--- src/rtl/lc3b_types.sv ---
// Shared LC-3b load/store op encoding, op classification and AGU entry type.
// Imported by agu_issue_queue and its testbench.
package lc3b_types;

    typedef enum logic [3:0] {
        LSQ_LDB = 4'b0010,
        LSQ_STB = 4'b0011,
        LSQ_LDR = 4'b0110,
        LSQ_STR = 4'b0111,
        LSQ_LDI = 4'b1010,
        LSQ_STI = 4'b1011
    } lc3b_lsq_op;

    // Per-station control state; operand values and tags live
    // in parameter-width arrays beside it.
    typedef struct packed {
        logic       rdy;
        logic       pj;
        logic       pk;
        lc3b_lsq_op op;
    } agu_entry_t;

    // Word ops scale the offset by two; byte ops use it as-is.
    function automatic logic is_word_op(input lc3b_lsq_op op);
        case (op)
            LSQ_LDR, LSQ_STR, LSQ_LDI, LSQ_STI: return 1'b1;
            default:                            return 1'b0;
        endcase
    endfunction

endpackage

--- src/rtl/agu_pipe.sv ---
// Address pipeline: stage 1 adds base + (scaled) offset, later stages delay.
// Ports: in_* issue side (valid/ready), out_* result side (valid/ready), flush.
module agu_pipe #(
    parameter int AGU_LATENCY = 2,
    parameter int WORD_W      = 16,
    parameter int TAG_W       = 4
) (
    input  logic              clk,
    input  logic              rst_n,
    input  logic              flush,
    input  logic              in_valid,
    output logic              in_ready,
    input  logic              in_word,
    input  logic [WORD_W-1:0] in_base,
    input  logic [WORD_W-1:0] in_off,
    input  logic [TAG_W-1:0]  in_dest,
    output logic              out_valid,
    input  logic              out_ready,
    output logic [TAG_W-1:0]  out_dest,
    output logic [WORD_W-1:0] out_addr
);

    logic [AGU_LATENCY-1:0] v_q;
    logic [AGU_LATENCY-1:0] take;
    logic [WORD_W-1:0]      a_q [AGU_LATENCY];
    logic [TAG_W-1:0]       d_q [AGU_LATENCY];
    logic [WORD_W-1:0]      sum;

    // A stage accepts when empty or when its content moves on, so
    // bubbles collapse even while the last stage is stalled.
    always_comb begin
        take = '0;
        take[AGU_LATENCY-1] = !v_q[AGU_LATENCY-1] || out_ready;
        for (int i = AGU_LATENCY - 2; i >= 0; i--) begin
            take[i] = !v_q[i] || take[i+1];
        end
    end

    assign sum = in_base + (in_word ? {in_off[WORD_W-2:0], 1'b0} : in_off);

    always_ff @(posedge clk or negedge rst_n) begin
        if (!rst_n) begin
            v_q <= '0;
            for (int i = 0; i < AGU_LATENCY; i++) begin
                a_q[i] <= '0;
                d_q[i] <= '0;
            end
        end else if (flush) begin
            v_q <= '0;
        end else begin
            if (take[0]) begin
                v_q[0] <= in_valid;
                if (in_valid) begin
                    a_q[0] <= sum;
                    d_q[0] <= in_dest;
                end
            end
            for (int i = 1; i < AGU_LATENCY; i++) begin
                if (take[i]) begin
                    v_q[i] <= v_q[i-1];
                    if (v_q[i-1]) begin
                        a_q[i] <= a_q[i-1];
                        d_q[i] <= d_q[i-1];
                    end
                end
            end
        end
    end

    assign in_ready  = take[0];
    assign out_valid = v_q[AGU_LATENCY-1];
    assign out_addr  = a_q[AGU_LATENCY-1];
    assign out_dest  = d_q[AGU_LATENCY-1];

endmodule

--- src/rtl/agu_issue_queue.sv ---
// AGU reservation stations: CDB snoop, oldest-ready issue, address pipeline.
// Ports: alloc_* dispatch, cdb_* snoop, out_* result, free_count, flush.
module agu_issue_queue
    import lc3b_types::*;
#(
    parameter int NUM_STATIONS = 4,
    parameter int AGU_LATENCY  = 2,
    parameter int ROB_ID_W     = 4,
    parameter int WORD_W       = 16
) (
    input  logic                              clk,
    input  logic                              rst_n,
    input  logic                              alloc_valid,
    output logic                              alloc_ready,
    input  logic [3:0]                        alloc_op,
    input  logic [WORD_W-1:0]                 alloc_vj,
    input  logic [WORD_W-1:0]                 alloc_vk,
    input  logic [ROB_ID_W-1:0]               alloc_qj,
    input  logic [ROB_ID_W-1:0]               alloc_qk,
    input  logic                              alloc_qj_pend,
    input  logic                              alloc_qk_pend,
    input  logic [ROB_ID_W-1:0]               alloc_dest,
    input  logic                              cdb_valid,
    input  logic [ROB_ID_W-1:0]               cdb_tag,
    input  logic [WORD_W-1:0]                 cdb_value,
    output logic                              out_valid,
    input  logic                              out_ready,
    output logic [ROB_ID_W-1:0]               out_dest,
    output logic [WORD_W-1:0]                 out_addr,
    output logic [$clog2(NUM_STATIONS+1)-1:0] free_count,
    input  logic                              flush
);

    localparam int CNT_W = $clog2(NUM_STATIONS + 1);
    localparam int IDX_W = $clog2(NUM_STATIONS);

    logic [NUM_STATIONS-1:0] valid_q;
    logic [NUM_STATIONS-1:0] valid_n;
    logic [NUM_STATIONS-1:0] alloc_sel;
    logic [NUM_STATIONS-1:0] cand;
    logic [NUM_STATIONS-1:0] iss_sel;
    agu_entry_t              ent_q  [NUM_STATIONS];
    logic [WORD_W-1:0]       vj_q   [NUM_STATIONS];
    logic [WORD_W-1:0]       vk_q   [NUM_STATIONS];
    logic [ROB_ID_W-1:0]     qj_q   [NUM_STATIONS];
    logic [ROB_ID_W-1:0]     qk_q   [NUM_STATIONS];
    logic [ROB_ID_W-1:0]     dest_q [NUM_STATIONS];
    // age_q[i][j] set: entry i was allocated before entry j
    logic [NUM_STATIONS-1:0] age_q  [NUM_STATIONS];
    logic [NUM_STATIONS-1:0] older  [NUM_STATIONS];
    logic [CNT_W-1:0]        free_q;
    logic [CNT_W-1:0]        cnt;
    logic [IDX_W-1:0]        iss_idx;
    logic                    alloc_fire;
    logic                    issue_fire;
    logic                    pipe_ready;
    logic                    bj_hit;
    logic                    bk_hit;

    assign alloc_ready = (free_q != '0) && !flush;
    assign alloc_fire  = alloc_valid && alloc_ready;
    // isolate the lowest clear bit of valid_q
    assign alloc_sel   = ~valid_q & (valid_q + 1'b1);

    assign bj_hit = cdb_valid && alloc_qj_pend && (cdb_tag == alloc_qj);
    assign bk_hit = cdb_valid && alloc_qk_pend && (cdb_tag == alloc_qk);

    always_comb begin
        cand    = '0;
        iss_sel = '0;
        iss_idx = '0;
        for (int i = 0; i < NUM_STATIONS; i++) begin
            cand[i] = valid_q[i] && ent_q[i].rdy;
            for (int j = 0; j < NUM_STATIONS; j++) begin
                older[i][j] = age_q[j][i];
            end
        end
        for (int i = 0; i < NUM_STATIONS; i++) begin
            iss_sel[i] = cand[i] && ((cand & older[i]) == '0);
            if (iss_sel[i]) begin
                iss_idx = IDX_W'(i);
            end
        end
    end

    assign issue_fire = (cand != '0) && pipe_ready && !flush;

    always_comb begin
        valid_n = valid_q;
        if (issue_fire) begin
            valid_n = valid_n & ~iss_sel;
        end
        if (alloc_fire) begin
            valid_n = valid_n | alloc_sel;
        end
        if (flush) begin
            valid_n = '0;
        end
        cnt = '0;
        for (int i = 0; i < NUM_STATIONS; i++) begin
            cnt = cnt + CNT_W'(valid_n[i]);
        end
    end

    always_ff @(posedge clk or negedge rst_n) begin
        if (!rst_n) begin
            valid_q <= '0;
            free_q  <= CNT_W'(NUM_STATIONS);
            for (int i = 0; i < NUM_STATIONS; i++) begin
                ent_q[i]  <= '0;
                vj_q[i]   <= '0;
                vk_q[i]   <= '0;
                qj_q[i]   <= '0;
                qk_q[i]   <= '0;
                dest_q[i] <= '0;
                age_q[i]  <= '0;
            end
        end else begin
            valid_q <= valid_n;
            free_q  <= CNT_W'(NUM_STATIONS) - cnt;
            for (int i = 0; i < NUM_STATIONS; i++) begin
                if (flush) begin
                    ent_q[i].rdy <= 1'b0;
                    age_q[i]     <= '0;
                end else if (alloc_fire && alloc_sel[i]) begin
                    ent_q[i].op  <= lc3b_lsq_op'(alloc_op);
                    ent_q[i].rdy <= 1'b0;
                    ent_q[i].pj  <= alloc_qj_pend && !bj_hit;
                    ent_q[i].pk  <= alloc_qk_pend && !bk_hit;
                    vj_q[i]      <= bj_hit ? cdb_value : alloc_vj;
                    vk_q[i]      <= bk_hit ? cdb_value : alloc_vk;
                    qj_q[i]      <= alloc_qj;
                    qk_q[i]      <= alloc_qk;
                    dest_q[i]    <= alloc_dest;
                    age_q[i]     <= '0;
                end else begin
                    // ready lags the last capture by one cycle
                    ent_q[i].rdy <= valid_n[i] && valid_q[i] &&
                                    !ent_q[i].pj && !ent_q[i].pk;
                    if (alloc_fire) begin
                        age_q[i] <= age_q[i] | alloc_sel;
                    end
                    if (valid_q[i] && cdb_valid) begin
                        if (ent_q[i].pj && (qj_q[i] == cdb_tag)) begin
                            vj_q[i]     <= cdb_value;
                            ent_q[i].pj <= 1'b0;
                        end
                        if (ent_q[i].pk && (qk_q[i] == cdb_tag)) begin
                            vk_q[i]     <= cdb_value;
                            ent_q[i].pk <= 1'b0;
                        end
                    end
                end
            end
        end
    end

    assign free_count = free_q;

    agu_pipe #(
        .AGU_LATENCY (AGU_LATENCY),
        .WORD_W      (WORD_W),
        .TAG_W       (ROB_ID_W)
    ) u_pipe (
        .clk       (clk),
        .rst_n     (rst_n),
        .flush     (flush),
        .in_valid  (issue_fire),
        .in_ready  (pipe_ready),
        .in_word   (is_word_op(ent_q[iss_idx].op)),
        .in_base   (vj_q[iss_idx]),
        .in_off    (vk_q[iss_idx]),
        .in_dest   (dest_q[iss_idx]),
        .out_valid (out_valid),
        .out_ready (out_ready),
        .out_dest  (out_dest),
        .out_addr  (out_addr)
    );

endmodule

--- config.mk ---
export PLATFORM = sky130hd
export DESIGN_NAME = agu_issue_queue
export DESIGN_NICKNAME = d
export VERILOG_FILES = /design/src/rtl/lc3b_types.sv /design/src/rtl/agu_pipe.sv /design/src/rtl/agu_issue_queue.sv
export SDC_FILE = /design/constraint.sdc
export NUM_CORES = 1
export LEC_CHECK = 0
export BUFFER_PORTS_ARGS = -buffer_cell sky130_fd_sc_hd__buf_2
export CAP_MARGIN = 40
export CORE_MARGIN = 2
export CORE_UTILIZATION = 55
export CTS_BUF_LIST = sky130_fd_sc_hd__clkbuf_4 sky130_fd_sc_hd__clkbuf_8
export CTS_CLUSTER_DIAMETER = 50
export DETAILED_ROUTE_END_ITERATION = 12
export GPL_TIMING_DRIVEN = 0
export PLACE_DENSITY_LB_ADDON = 0.2
export SLEW_MARGIN = 20
export SYNTH_ARGS = -nofsm -noshare
export SYNTH_HDL_FRONTEND = slang
export SYNTH_SLANG_ARGS = --single-unit
--- constraint.sdc ---
create_clock -name clk -period 8.4 [get_ports clk]
set_clock_uncertainty 0.1 [all_clocks]
set_input_delay 0 -clock clk [delete_from_list [all_inputs] [get_ports clk]]
set_output_delay 0 -clock clk [all_outputs]
set_load 0.02 [all_outputs]
# Word-level counts from Yosys, hierarchy flattened
# Cells that the tools add are included.
# totals
out_inout_bits	25
register_bits	269
# classes
addsub	6
order_cmp	1
eq_ne	14
reduce_logical	100
n_bitwise	15
muxes	81
# ops
operator	count
two-way mux 16 bit	31
two-way mux 4 bit	19
binary-select mux 16 bit (select 2 bit)	2
logical AND 1 bit	46
equality test 4 bit	10
AND reduction 3 bit	10
nonzero test 2 bit	14
AND 4 bit	6
OR 4 bit	5
adder 16 bit	1
logical NOT 4 bit	4
two-way mux 1 bit	16
nonzero test 3 bit	5
binary-select mux 7 bit (select 2 bit)	1
two-way mux 2 bit	7
logical NOT 1 bit	13
two-way mux 3 bit	4
binary-select mux 4 bit (select 2 bit)	1
equality test 4 x 3 -> 1 bit, second input constant	2
equality test 4 bit, second input constant	2
NOT 4 bit	2
AND reduction 2 bit	4
adder 4 x 1 -> 4 bit, second input constant	1
nonzero test 4 bit	1
other kinds (9)	10

# Longest topological paths before layout
# logic_depth
depth_word	16
ltp_mapped	19
ltp_nobuf	16

# Hierarchy
# From an unflattened synthesis, not the netlist that was laid out.
# hier_totals
cells_unflattened	1489
hier_area_um2	13535.5
# by_module_without_submodules
module	cells_each	seq_area_each_um2	area_per_inst_um2	n_inst
agu_issue_queue	1232	5581.6	10864.2	1
agu_pipe	257	1051.0	2671.3	1

# Least setup slack after synthesis
# OpenSTA, ideal clock, no wires.
# synth_timing
path_kind	reg-to-reg
from	reg valid_q[1]
to	reg u_pipe.a_q[31] (netlist name)
path_slack_ns	4.153
arrival_time_ns	4.071
path_stages_with_launch	18
setup_time_ns	0.077
period_less_slack_ns	4.247
path_cell_list	dfrtp_1 buf_4 and2_1 a2111oi_4 buf_2 buf_2 buf_2 buf_1 nand2_1 o21ai_0 ha_1 or2_1 a21oi_1 o21bai_1 nor3_1 a2111oi_0 xnor3_1 o21ai_1
# synth_via
elab_chain_len	16
word_cells_on_any_way	35
# synth_lines
element	line_no	text
from (decl)	agu_issue_queue.sv:37	logic [NUM_STATIONS-1:0] valid_q;
from (signal assigned)	agu_issue_queue.sv:119	valid_q <= valid_n;
logical AND 1 bit *	agu_issue_queue.sv:73	cand[i] = valid_q[i] && ent_q[i].rdy;
AND 4 bit	agu_issue_queue.sv:79	iss_sel[i] = cand[i] && ((cand & older[i]) == '0);
logical NOT 4 bit	agu_issue_queue.sv:79	
logical AND 1 bit	agu_issue_queue.sv:79	
two-way mux 1 bit	agu_issue_queue.sv:80	if (iss_sel[i]) begin
two-way mux 2 bit (2 in a row)	agu_issue_queue.sv:80	
NOT 2 -> 3 bit (implied by the code)	agu_issue_queue.sv:170, agu_issue_queue.sv:171, agu_issue_queue.sv:172	
binary-select mux 7 bit (select 2 bit)	agu_issue_queue.sv:170	.in_word (is_word_op(ent_q[iss_idx].op)),
two-way mux 4 bit (implied by the code) (2 in a row)	agu_issue_queue.sv:170	
equality test 4 x 3 -> 1 bit / equality test 4 bit (equally long branches)	lc3b_types.sv:25	case (op)
OR reduction 4 bit	lc3b_types.sv:25	
two-way mux 1 bit	lc3b_types.sv:25	
two-way mux 16 bit	agu_pipe.sv:39	assign sum = in_base + (in_word ? {in_off[WORD_W-2:0], 1'b0} : in_off);
adder 16 bit	agu_pipe.sv:39	
to (signal, indexed assignment)	agu_pipe.sv:62	a_q[i] <= a_q[i-1];
to (decl)	agu_pipe.sv:25	logic [WORD_W-1:0] a_q [AGU_LATENCY];
# Every way passes the cells marked *; elsewhere a longest branch is shown, timed or not. The select of a mux whose other input is x is not followed.
# A chain may end at the register's enable or synchronous reset.

# Final worst setup path
# Same ends and word-level chain as after synthesis.

==> key figures <==
Die
  • Starting Density: 55.8%
  • DIE AREA: 0.0259 mm^2
  • Top-level I/O count: 101
  • Die Y-Extent: 161 um
  • Row cnt: 57
  • Core area: 0.0242 mm^2
  • Die span in x: 161 um

Finish
  • Fraction of layout cells with a size suffix above 1: 15.1%
  • Area Growth Syn to Fin: 21.6%
  • # fillers: 2002
  • Nets: 1843
  • Finished Cell Area: 0.0164 mm^2

Drt
  • Drt pass-1 iters: 7
  • Via count: 11.8k
  • Drt wl/cell: 18.5 um
  • Detailed Route WL: 38900 um
  • Vias/cell: 5.62
  • Post-route ant nets: 0
  • Initial DRC Count: 1172
  • DRC Markers: 0

Placement
  • IO buf count: 95
  • GP Congestion: 0.929
  • Placed Area: 0.0145 mm^2
  • HPWL after DPL: 27100 um

Critical path
  • CP Data Required Time: 8780 ps
  • Worst path buffer plus inverter count: 5
  • FF-to-FF setup slack: 3040 ps
  • Crit path kind: reg -> reg
  • Crit-path cells: buf_4 > and2_1 > a2111oi_4 > buf_2 > buf_2 > buf_2 > buf_1 > nand2_1 > o21ai_0 > ha_1 > or2_1 > a21oi_1 > o21bai_1 > nor3_1 > a2111oi_0 > xnor3_1 > o21ai_1
  • Reg-to-reg startpoint: valid_q[1]
  • Most used cell, CP: buf_2
  • Critical Path Slowest Stage Cell: a2111oi_4
  • Slowest stage delay, CP: 540 ps
  • CP arrival: 5730 ps
  • CP startpoint kind: register
  • CP delay by family, top: compound AO/OA/AOI/OAI gates
  • Worst Reg-to-Reg Cells: 17
  • Crit end category: register
  • Capture point of the worst reg-to-reg path: u_pipe.a_q[31]
  • CP max FO: 10

Synthesis
  • Adder-Cell Fraction of Synth Area: 1.87%
  • Synth area leader: dfrtp_1
  • Post-Synth XOR/XNOR Area: 3.79%
  • Seq/Total Area, Yosys: 49.1%
  • Synth Area in Simple Gates: 17.4%
  • Synth Register Bits: 265
  • Main area contributors after synthesis: dfrtp_1 49%, nand2_1 9.8%, mux2i_1 4.7%
  • Post-synth top area share: 48.9%
  • Netlist cell types: 59
  • Syn_nets: 1598
  • Syn_area_per_cell: 8.99 um^2
  • Largest family of logic cells by synthesized area: simple AND/OR/NAND/NOR gates
  • Ys flop type: dfrtp_1
  • Post-synth EDFFs: 0
  • Synth Warn #: 0
  • Asr flop ratio synth: 100%
  • Post-synthesis compound-gate area fraction: 13.8%
  • Mapped Cells: 1503
  • Mux contribution to synthesized area: 8.54%
  • Syn Std Cell Area: 0.0135 mm^2

Clock tree
  • Clock latency on the worst-skew pair: 560 ps
  • # resized after CTS: 0
  • H-tree Lvls: 2
  • Clk sinks: 265
  • Root buffer cell: clkbuf_8
  • CTS tree: done
  • CTS clk-pin slew, worst paths: 60 ps
  • Clock Path Buffers: 3
  • TritonCTS buffer count: 45

GRT
  • Remaining Overflow, GRT: 0
  • First-pass GRT wire length: 62500 um
  • Gr usage total: 30.6%
  • Vias in the first global route: 11.8k
  • Pin count of the biggest net entering global routing: 73
  • Initial antenna violation count: 2

Timing
  • Setup TNS: 0 ps
  • Slew at the pin closest to its max-slew limit: 801 ps
  • Rel. slew slack: 45.9%
  • Fmax: 187 MHz
  • Hold Fails Final Rpt: 0
  • Period Utilization, post-route: 63.8%
  • Pins over their slew limit: 0
  • Final setup violation count: 0
  • Min Clock Period, post-route: 5360 ps
  • RSZ-0062 raised after global routing: no

Power
  • Power Density: 281 mW/mm^2
  • Design Power: 4.62 mW
  • Max VDD drop: 0.000148 V
  • Lkg Pwr: 8.10 nW

Run status
  • Status: completed

Min path
  • Hold Path Sink: ent_q[18]
  • Min-delay worst type: in -> reg
  • Hold Crit Start: cdb_valid
  • Hold depth: 4

Flow run
  • Max cap viols: 0
-- worst max path at each step --
stage | startpoint | depth (start not counted) | end | slack, ps
3_5_place_dp | valid_q[1] | 17 | u_pipe.a_q[31] | 3060
4_1_cts | valid_q[1] | 17 | u_pipe.a_q[31] | 3060
2_1_floorplan | valid_q[1] | 17 | u_pipe.a_q[31] | 4150
6_report | valid_q[1] | 17 | u_pipe.a_q[31] | 3040
5_1_grt | valid_q[1] | 17 | u_pipe.a_q[31] | 2800
3_3_place_gp | rst_n | 1 | vk_q[28] | 2350
-- final cells by class --
class                   instances  area, um^2  share of cell area [%]
repair buffers                198        1590                    9.65
diodes                          2        5.00                  0.0305
inverters                      61         229                    1.39
well taps                     324         405                    2.47
clock inverters                 6        32.5                   0.198
flip-flops and latches        265        6630                    40.4
multi-input cells            1068        6140                    37.4
plain buffers                 109         519                    3.16
clock buffers                  73         886                    5.39
-- synth_stat cells (all sizes together) (3+ instances only) --
master and number:
o31ai 5, nand2 353, a221oi 32, o211ai 4
xnor2 15, a21o 3, mux2i 64, o21a 6
o22ai 35, nand3 15, dfrtp 264, o21ai 110
and3 7, nand4 10, a21oi 92, or3 3
ha 17, a41oi 5, buf 45, o21bai 3
xor2 41, nor4 6, clkbuf 64, mux2 45
nor2b 3, inv 61, nor2 138, a211oi 4
nor3 14, and2 11, a311oi 5
-- layer usage --
metal | wire [um] | global-route usage, % | vias up
met2 | 17600 | 47.8 | 514
met3 | 3220 | 6.92 | 105
met1 | 16800 | 42.6 | 5640
met5 | 0 | 0 | -
met4 | 1270 | 10.3 | 0
li1 | - | - | 5587
-- per-stage QoR --
stage	std cells	worst slack (ps)	util (%)	hold WS, ps
after floorplan	1503	4150	-	-396
after global placement	1922	2350	59.4	149
after detailed placement	1925	3060	59.8	-106
after CTS	2104	3060	67.8	39.9
after global routing	2106	2800	67.8	91.1
final	2106	3040	67.8	60.0
-- logic make-up after synthesis --
logic type	count (synthesis)
compound gates	312
xor+xnor	57
fa+ha+maj	19
buf+inv	170
flops	265
mux	109
simple gates	571
-- sequential cells by signal, summed over array words and instances (netlist names) --
signal / count
vj_q: 64
vk_q: 64
ent_q: 24
age_q: 16
dest_q: 16
qj_q: 16
qk_q: 16
u_pipe.a_q: 16
u_pipe.out_addr: 16
u_pipe.d_q: 4
u_pipe.out_dest: 4
valid_q: 4
free_count: 3
u_pipe.v_q: 2
-- what timing repair did --
action,in CTS,in global routing
buffers inserted,0,0
hold buffers,100,0
hold endpoints to repair,410,0
-- worst min-delay path, cell delays in order --
cell     delay (ps)
buf_2           130
nand4_1         220
nand2_1         160
o21ai_0         160
-- power breakdown --
part / leakage [nW] / switching, mW / total, mW / internal [mW]
clock network: 0.495 / 0.521 / 1.18 / 0.664
registers: 3.36 / 0.217 / 1.88 / 1.66
logic: 4.24 / 0.816 / 1.56 / 0.740
total: 8.10 / 1.55 / 4.62 / 3.07
-- cells in the final DEF, fill, tap and decap left out, types with 5 or more instances in the layout --
cell / instances
a21oi_1: 92
mux2_2: 43
xnor2_1: 15
a311oi_1: 5
and2_1: 11
buf_4: 22
o21a_1: 6
clkbuf_1: 64
nand2_1: 353
nand4_1: 9
o22ai_1: 35
a41oi_1: 5
nor2_1: 137
nand3_1: 15
clkbuf_8: 54
o21ai_1: 6
and3_1: 7
o31ai_1: 5
nor3_1: 14
clkbuf_4: 19
dfrtp_1: 264
o21ai_0: 104
a221oi_1: 32
inv_1: 61
buf_1: 6
clkinv_2: 5
mux2i_1: 64
dlygate4sd3_1: 99
ha_1: 17
nor4_1: 6
xor2_1: 41
buf_2: 110
No activity file was read; power rests on OpenSTA's default activity.
